## src/rtl/deserializer_4bit_if.sv

```systemverilog
// Handshake and data bundle between a serial source/consumer and deserializer_4bit.
// PAR_ERR is present only when PARITY_EN is defined.
`default_nettype none

interface deserializer_4bit_if;
    logic       S_IN;
    logic       S_EN;
    logic       START;
    logic       Q_READY;
    logic       CLR_OVR;
    logic [3:0] Q;
    logic       Q_VALID;
    logic       BUSY;
    logic       OVERRUN;
`ifdef PARITY_EN
    logic       PAR_ERR;
`endif

    // Stream source and word consumer side
    modport master (
        output S_IN, S_EN, START, Q_READY, CLR_OVR,
        input  Q, Q_VALID, BUSY, OVERRUN
`ifdef PARITY_EN
        , input PAR_ERR
`endif
    );

    // Deserializer side
    modport slave (
        input  S_IN, S_EN, START, Q_READY, CLR_OVR,
        output Q, Q_VALID, BUSY, OVERRUN
`ifdef PARITY_EN
        , output PAR_ERR
`endif
    );
endinterface

`default_nettype wire

```

## src/rtl/deserializer_4bit.sv

```systemverilog
//==============================================================================
// Module   : deserializer_4bit
// Purpose  : Strobed serial-to-4-bit deserializer with START framing, a
//            one-word output holding register, sticky OVERRUN and optional
//            parity (macro PARITY_EN adds PAR state and PAR_ERR).
// Revision : 1.0 - initial release
//==============================================================================
`default_nettype none

module deserializer_4bit #(
    parameter int MSB_FIRST = 1,
    parameter int PAR_ODD   = 0
) (
    input  wire logic          CLK,
    input  wire logic          RESET,
    deserializer_4bit_if.slave bus
);

    typedef enum logic [1:0] {
        ST_IDLE  = 2'd0,
`ifdef PARITY_EN
        ST_PAR   = 2'd2,
`endif
        ST_SHIFT = 2'd1
    } state_t;

    state_t     state_q;
    logic [1:0] cnt_q;
    logic [3:0] sr_q;
    logic [3:0] q_q;
    logic       q_valid_q;
    logic       busy_q;
    logic       ovr_q;

    logic [3:0] w_first;
    logic [3:0] w_shifted;
    logic [3:0] w_word;
    logic       w_complete;
    logic       w_accept;

    // Where the first bit of a frame starts decides which end it finishes at
    assign w_first   = (MSB_FIRST != 0) ? {3'b000, bus.S_IN} : {bus.S_IN, 3'b000};
    assign w_shifted = (MSB_FIRST != 0) ? {sr_q[2:0], bus.S_IN} : {bus.S_IN, sr_q[3:1]};
    assign w_accept  = !q_valid_q || bus.Q_READY;

`ifdef PARITY_EN
    logic w_par_ok;
    logic w_par_fail;
    logic par_err_q;

    assign w_par_ok   = (((^sr_q) ^ bus.S_IN) == (PAR_ODD != 0));
    assign w_complete = (state_q == ST_PAR) && bus.S_EN && !bus.START && w_par_ok;
    assign w_par_fail = (state_q == ST_PAR) && bus.S_EN && !bus.START && !w_par_ok;
    assign w_word     = sr_q;
    assign bus.PAR_ERR = par_err_q;
`else
    logic w_unused_par_odd;

    assign w_unused_par_odd = (PAR_ODD != 0);
    assign w_complete = (state_q == ST_SHIFT) && bus.S_EN && !bus.START && (cnt_q == 2'd3);
    assign w_word     = w_shifted;
`endif

    always_ff @(posedge CLK) begin
        if (RESET) begin
            state_q   <= ST_IDLE;
            cnt_q     <= 2'd0;
            sr_q      <= 4'b0000;
            q_q       <= 4'b0000;
            q_valid_q <= 1'b0;
            busy_q    <= 1'b0;
            ovr_q     <= 1'b0;
`ifdef PARITY_EN
            par_err_q <= 1'b0;
`endif
        end else begin
            // A load on the same edge as a consume keeps Q_VALID high
            if (w_complete && w_accept) begin
                q_q       <= w_word;
                q_valid_q <= 1'b1;
            end else if (bus.Q_READY) begin
                q_valid_q <= 1'b0;
            end

            if (w_complete && !w_accept) begin
                ovr_q <= 1'b1;
            end else if (bus.CLR_OVR) begin
                ovr_q <= 1'b0;
            end
`ifdef PARITY_EN
            if (w_par_fail) begin
                par_err_q <= 1'b1;
            end else if (bus.CLR_OVR) begin
                par_err_q <= 1'b0;
            end
`endif

            if (bus.S_EN) begin
                if (bus.START) begin
                    // START always opens a fresh frame, aborting any partial one
                    sr_q    <= w_first;
                    cnt_q   <= 2'd1;
                    state_q <= ST_SHIFT;
                    busy_q  <= 1'b1;
                end else begin
                    case (state_q)
                        ST_SHIFT: begin
                            sr_q  <= w_shifted;
                            cnt_q <= cnt_q + 2'd1;
                            if (cnt_q == 2'd3) begin
`ifdef PARITY_EN
                                state_q <= ST_PAR;
                                busy_q  <= 1'b1;
`else
                                state_q <= ST_IDLE;
                                busy_q  <= 1'b0;
`endif
                            end
                        end
`ifdef PARITY_EN
                        ST_PAR: begin
                            state_q <= ST_IDLE;
                            busy_q  <= 1'b0;
                        end
`endif
                        ST_IDLE: begin
                            state_q <= ST_IDLE;
                        end
                        default: begin
                            state_q <= ST_IDLE;
                            busy_q  <= 1'b0;
                        end
                    endcase
                end
            end
        end
    end

    assign bus.Q       = q_q;
    assign bus.Q_VALID = q_valid_q;
    assign bus.BUSY    = busy_q;
    assign bus.OVERRUN = ovr_q;

endmodule

`default_nettype wire

```

## src/flat_wrapper.sv

```systemverilog
// flat-port wrapper written by rule: the top's interface ports become plain ports
module deserializer_4bit_flat 
#(
    parameter int MSB_FIRST = 1,
    parameter int PAR_ODD   = 0
)
  (CLK, RESET, bus_S_IN, bus_S_EN, bus_START, bus_Q_READY, bus_CLR_OVR, bus_Q, bus_Q_VALID, bus_BUSY, bus_OVERRUN);
  deserializer_4bit_if bus_i ();
  input  wire logic CLK;
  input  wire logic RESET;
  input wire logic [$bits(bus_i.S_IN)-1:0] bus_S_IN;
  input wire logic [$bits(bus_i.S_EN)-1:0] bus_S_EN;
  input wire logic [$bits(bus_i.START)-1:0] bus_START;
  input wire logic [$bits(bus_i.Q_READY)-1:0] bus_Q_READY;
  input wire logic [$bits(bus_i.CLR_OVR)-1:0] bus_CLR_OVR;
  output wire logic [$bits(bus_i.Q)-1:0] bus_Q;
  output wire logic [$bits(bus_i.Q_VALID)-1:0] bus_Q_VALID;
  output wire logic [$bits(bus_i.BUSY)-1:0] bus_BUSY;
  output wire logic [$bits(bus_i.OVERRUN)-1:0] bus_OVERRUN;
  assign bus_i.S_IN = bus_S_IN;
  assign bus_i.S_EN = bus_S_EN;
  assign bus_i.START = bus_START;
  assign bus_i.Q_READY = bus_Q_READY;
  assign bus_i.CLR_OVR = bus_CLR_OVR;
  assign bus_Q = bus_i.Q;
  assign bus_Q_VALID = bus_i.Q_VALID;
  assign bus_BUSY = bus_i.BUSY;
  assign bus_OVERRUN = bus_i.OVERRUN;
  deserializer_4bit #(.MSB_FIRST(MSB_FIRST), .PAR_ODD(PAR_ODD)) u_core (.CLK(CLK), .RESET(RESET), .bus(bus_i));
endmodule
```

## config.mk

```make
export PLATFORM = sky130hd
export DESIGN_NAME = deserializer_4bit_flat
export DESIGN_NICKNAME = d
export VERILOG_FILES = /design/src/rtl/deserializer_4bit_if.sv /design/src/rtl/deserializer_4bit.sv /design/src/flat_wrapper.sv
export SDC_FILE = /design/constraint.sdc
export NUM_CORES = 1
export LEC_CHECK = 0
export ABC_AREA = 1
export ABC_CLOCK_PERIOD_IN_PS = 1000
export CAP_MARGIN = 15
export CELL_PAD_IN_SITES_DETAIL_PLACEMENT = 1
export CELL_PAD_IN_SITES_GLOBAL_PLACEMENT = 1
export CORE_MARGIN = 2
export CORE_UTILIZATION = 36
export DETAILED_ROUTE_END_ITERATION = 8
export DONT_BUFFER_PORTS = 1
export MAX_ROUTING_LAYER = met4
export PLACE_DENSITY_LB_ADDON = 0.1
export SLEW_MARGIN = 20
export SYNTH_ARGS = -nofsm -noshare
export SYNTH_HDL_FRONTEND = slang
export SYNTH_SLANG_ARGS = --single-unit
export TNS_END_PERCENT = 50
```

## constraint.sdc

```tcl
create_clock -name CLK -period 1 [get_ports CLK]
set_input_delay 0.2 -clock CLK [delete_from_list [all_inputs] [get_ports CLK]]
set_output_delay 0.2 -clock CLK [all_outputs]
set_load 0.03 [all_outputs]
```

## After elaboration in Yosys (flattened, before gate mapping)

Index checks and enable logic that the tools add are counted.

- Register bits: 14
- Bits of input ports: 7
- Word-level logic and storage cells: 42

- Add/sub/neg operators: 1
- Eq/ne operators: 4
- Muxes and demuxes: 14
- Reductions and logical operators: 16

Operator list:

| operator | number |
|---|---|
| $mux 2 | 5 |
| $mux 1 | 6 |
| $mux 3 | 2 |
| $reduce_bool 2->1 | 3 |
| $logic_and 1x1->1 | 5 |
| $reduce_and 2->1 | 2 |
| $logic_not 1->1 | 3 |
| $ne 3x3->1 const B | 1 |
| $reduce_and 3->1 | 1 |
| $add 2x1->2 const B | 1 |
| $eq 2x1->1 const B | 1 |
| $eq 2x2->1 const B | 1 |
| $logic_not 2->1 | 1 |
| $ne 2x2->1 const B | 1 |
| $pmux 1 s2 | 1 |
| $logic_or 1x1->1 | 1 |

## Logic depth before layout (Yosys ltp)

- Word-level depth: 6
- Gate-level depth with buffers: 6
- Gate-level depth less buffers: 6

## Worst setup path before layout

No wires, ideal clock.

- Kind: register to register
- From: register u_core.cnt_q[0]
- To: register u_core.q_q[0], in the netlist u_core.bus.Q[0]
- Library setup time: 0.064 ns
- Arrival: 1.010 ns
- Slack: -0.074 ns
- Stages on the path, launching flop included: 6
- Buffers on the path: 0
- Clock period less this slack: 1.074 ns
- Cell sequence: dfxtp_1 -> ha_1 -> nand4_1 -> nor2_2 -> nor2_1 -> nor2_1

- Longest elaborated chain between the ends: 3

RTL lines:

| element | RTL line | source |
|---|---|---|
| start, declared | deserializer_4bit.sv:28 | `logic [1:0] cnt_q;` |
| start signal, assigned | deserializer_4bit.sv:109 | `cnt_q <= cnt_q + 2'd1;` |
| $eq 2x2->1 | deserializer_4bit.sv:60 | `assign w_complete = (state_q == ST_SHIFT) && bus.S_EN && !bus.START && (cnt_q == 2'd3);` |
| $logic_and 1x1->1 | deserializer_4bit.sv:60 |  |
| $logic_and 1x1->1 | deserializer_4bit.sv:78 | `if (w_complete && w_accept) begin` |
| end signal, assigned | deserializer_4bit.sv:79 | `q_q <= w_word;` |
| end, declared | deserializer_4bit.sv:30 | `logic [3:0] q_q;` |

No other way between the ends.
A chain may end at the register's enable or synchronous reset.

## Final worst setup path

- From: register u_core.cnt_q[1]
- To: register u_core.q_q[0], in the netlist u_core.bus.Q[0]

Same word-level chain as after synthesis.

==> qor.yml <==
status: "finished, violations left"
violations: "setup timing"
place.gp.congestion: 0.713
hold_path_class: "input pin to register"
slew-limit-headroom_pct: 79.8
n_fill_cell: 186
vias: 518
synth_warnings: 0
port-buffer-count: 0
layout-drive-gt1-share_pct: 31.0
antenna_left: 0
drt-total-wl_um: 1240
p_leak_nw: 0.299
crit_type: "register to register"
peakVddDrop_v: 0.000746
critical_path.most_common_cell: "nor2_1"
seq_area_sq_um: 274
hold_viol_final: 0
critPathSlowestCell: "dfxtp_2"
arrival_ns: 1.26
grt_pass1_vias: 491
synth_top_area_share_pct: 47.6
synthCells: 75
crit_chain: "ha_4, nand4_1, nor2_4, nor2_1, nor2_1"
cts_max_level: 1
multiInputGateArea_sq_um: 277
fin_util_pct: 48.6
syn_avg_cell_area_sq_um: 7.29
antenna_cells: 0
synth_largest_area_cell: "dfxtp_1"
syn-cell-area_sq_um: 547
setup_viol: 7
synth_cell_type_count: 12
core-area_sq_um: 1470
r2r_cells: 5
grt-ovfl-total: 0
critPathTopFamily: "simple AND/OR/NAND/NOR gates"
wire_per_inst_um: 12.0
power_w: 0.000969
routed_via_density: 5.03
max_stage_delay_ns: 0.37
period_minus_slack_ns: 1.05
sequentialPowerShare_pct: 55.9
worst_setup_path_end_kind: "register"
initial_utilization_pct: 37.2
regToRegStartpoint: "u_core.cnt_q[1]"
tritoncts: "yes"
insertion_delay_ns: 0.29
timing.fmax_mhz: 953
switchingPower_w: 0.000250
critPathRequiredTime_ns: 1.21
dp_worst_setup_slack_ns: -0.0709
combPwrFrac_pct: 8.3
areaGrowthSynthToFinish_pct: 30.9
worst_slack_ns: -0.0494
postPlaceCellArea_sq_um: 627
clock-skew-final_ns: 0.0178
clk_pin_slew_worst_paths_ns: 0.10
final_common_cell: "nand2_1"
io-pin-count: 14
clock_power_share_pct: 35.8
grt_max_degree: 9
setup_tns_ns: -0.273
nNetsFinal: 96
die_height_um: 43.0
crit_path_max_fanout: 4
drtIter0Drc: 6
track_usage_pct: 15.1
first_pass_iters: 4
crit_buf_inv: 0
crit_cells: 5
layout_common_cells: "14 x nand2_1, 13 x inv_1, 11 x nor2_1"
cts_root_buffer: "clkbuf_4"
row_count: 14
synthesis.nets: 83
cts_made_buffers: 3
yosysSeqAreaShare_pct: 47.6
drc_errors: 0
grt_pass1_wl_um: 2020
crit_start: "u_core.cnt_q[1]"
internal-power_w: 0.000720
r2r_slack_ns: -0.05
post-route-period-util_pct: 105
dieArea_sq_um: 1850
die_x_um: 43.0
maxCapViolations: 0
ys_ff_latch: 13
hpwl_um: 885
power.density_nw_per_um2: 1350
synthTopCellsByArea: "dfxtp_1 48%, nand2_1 10%, inv_1 8.9%, nor2_1 7.6%, a21oi_1 7.3%"
crit_end: "u_core.bus.Q[0]"
drv_slew: 0
antenna_found_initial: 0
rsz0062_at_grt: "yes"
cts_sinks: 13
crit_path_start_kind: "register"
cts.path.max_buffers: 2
p_sw_share_pct: 25.8
stdcell_area_sq_um: 716
r2r_end: "u_core.bus.Q[0]"
worst_slew_pin_slew_ns: 0.302
synthesized netlist by cell type:
cell / instances
dfxtp_1: 13
inv_1: 13
o21ai_2: 1
o21ai_0: 3
nand4_1: 5
nand3_1: 3
nor2_1: 11
nor2_2: 1
ha_1: 1
nor2_4: 1
nand2_1: 15
a21oi_1: 8
worst min-delay path by stage:
| stage | slack (ns) | to | cells after the start | start |
|---|---|---|---|---|
| floorplan | 0.26 | u_core.bus.Q_VALID | 1 | RESET |
| global placement | 0.27 | u_core.cnt_q[1] | 1 | RESET |
| detailed placement | 0.27 | u_core.cnt_q[1] | 1 | RESET |
| CTS | 0.09 | u_core.cnt_q[0] | 2 | bus_S_EN |
| global route | 0.1 | u_core.cnt_q[0] | 2 | bus_S_EN |
| finish | 0.08 | u_core.cnt_q[0] | 2 | bus_S_EN |
per-layer routing:
| layer | GRT usage (%) | wire length [um] | vias to the layer above | part of all wire, % |
|---|---|---|---|---|
| li1 | - | - | 263 | - |
| met1 | 18.2 | 614 | 241 | 50 |
| met2 | 22.7 | 563 | 12 | 45 |
| met3 | 3.83 | 52 | 2 | 4.2 |
| met4 | 9.09 | 9 | 0 | 0.73 |
| met5 | - | 0 | - | 0 |
cell type report:
class                           count  area share (%)
Multi-Input combinational cell     49            38.6
Inverter                           13            6.82
Clock buffer                        4            3.67
Sequential cell                    13            38.3
Timing Repair Buffer                8            9.79
Tap cell                           16            2.80
power groups by stage:
stage	Sequential (W)	Clock [W]	Combinational [W]
2_1_floorplan	0.000557	0	0.0000403
3_3_place_gp	0.000552	0	0.0000629
6_report	0.000542	0.000347	0.0000806
5_1_grt	0.000544	0.000369	0.0000912
3_5_place_dp	0.000553	0	0.0000639
4_1_cts	0.000542	0.000349	0.0000737
registers in the layout, summed over array words and instances, names as in the netlist:
signal              flops
u_core.bus.Q            4
u_core.sr_q             3
u_core.cnt_q            2
u_core.bus.BUSY         1
u_core.bus.OVERRUN      1
u_core.bus.Q_VALID      1
u_core.state_q          1
what timing repair did:
item                                   CTS  global route
hold buffers                             1             0
setup endpoints to repair               11            17
endpoints found under the hold margin    6             0
setup buffers                            0             1
gates resized for setup                  3            13
pin swaps                                2             4
metrics by stage:
step / hold slack, ns / cells
after floorplan: 0.262 / 75
after global placement: 0.266 / 97
after detailed placement: 0.268 / 97
after CTS: 0.0881 / 102
after global routing: 0.0993 / 103
final: 0.0823 / 103
kinds of logic (layout without fill, tap and decap cells):
family | count (synthesis) | count (layout) | synth area share, %
simple gates | 36 | 36 | 29.5
compound gates | 12 | 12 | 11.7
buf+inv | 13 | 25 | 8.93
fa+ha+maj | 1 | 1 | 2.29
flops | 13 | 13 | 47.6
Power figures use the tool's default switching activity.
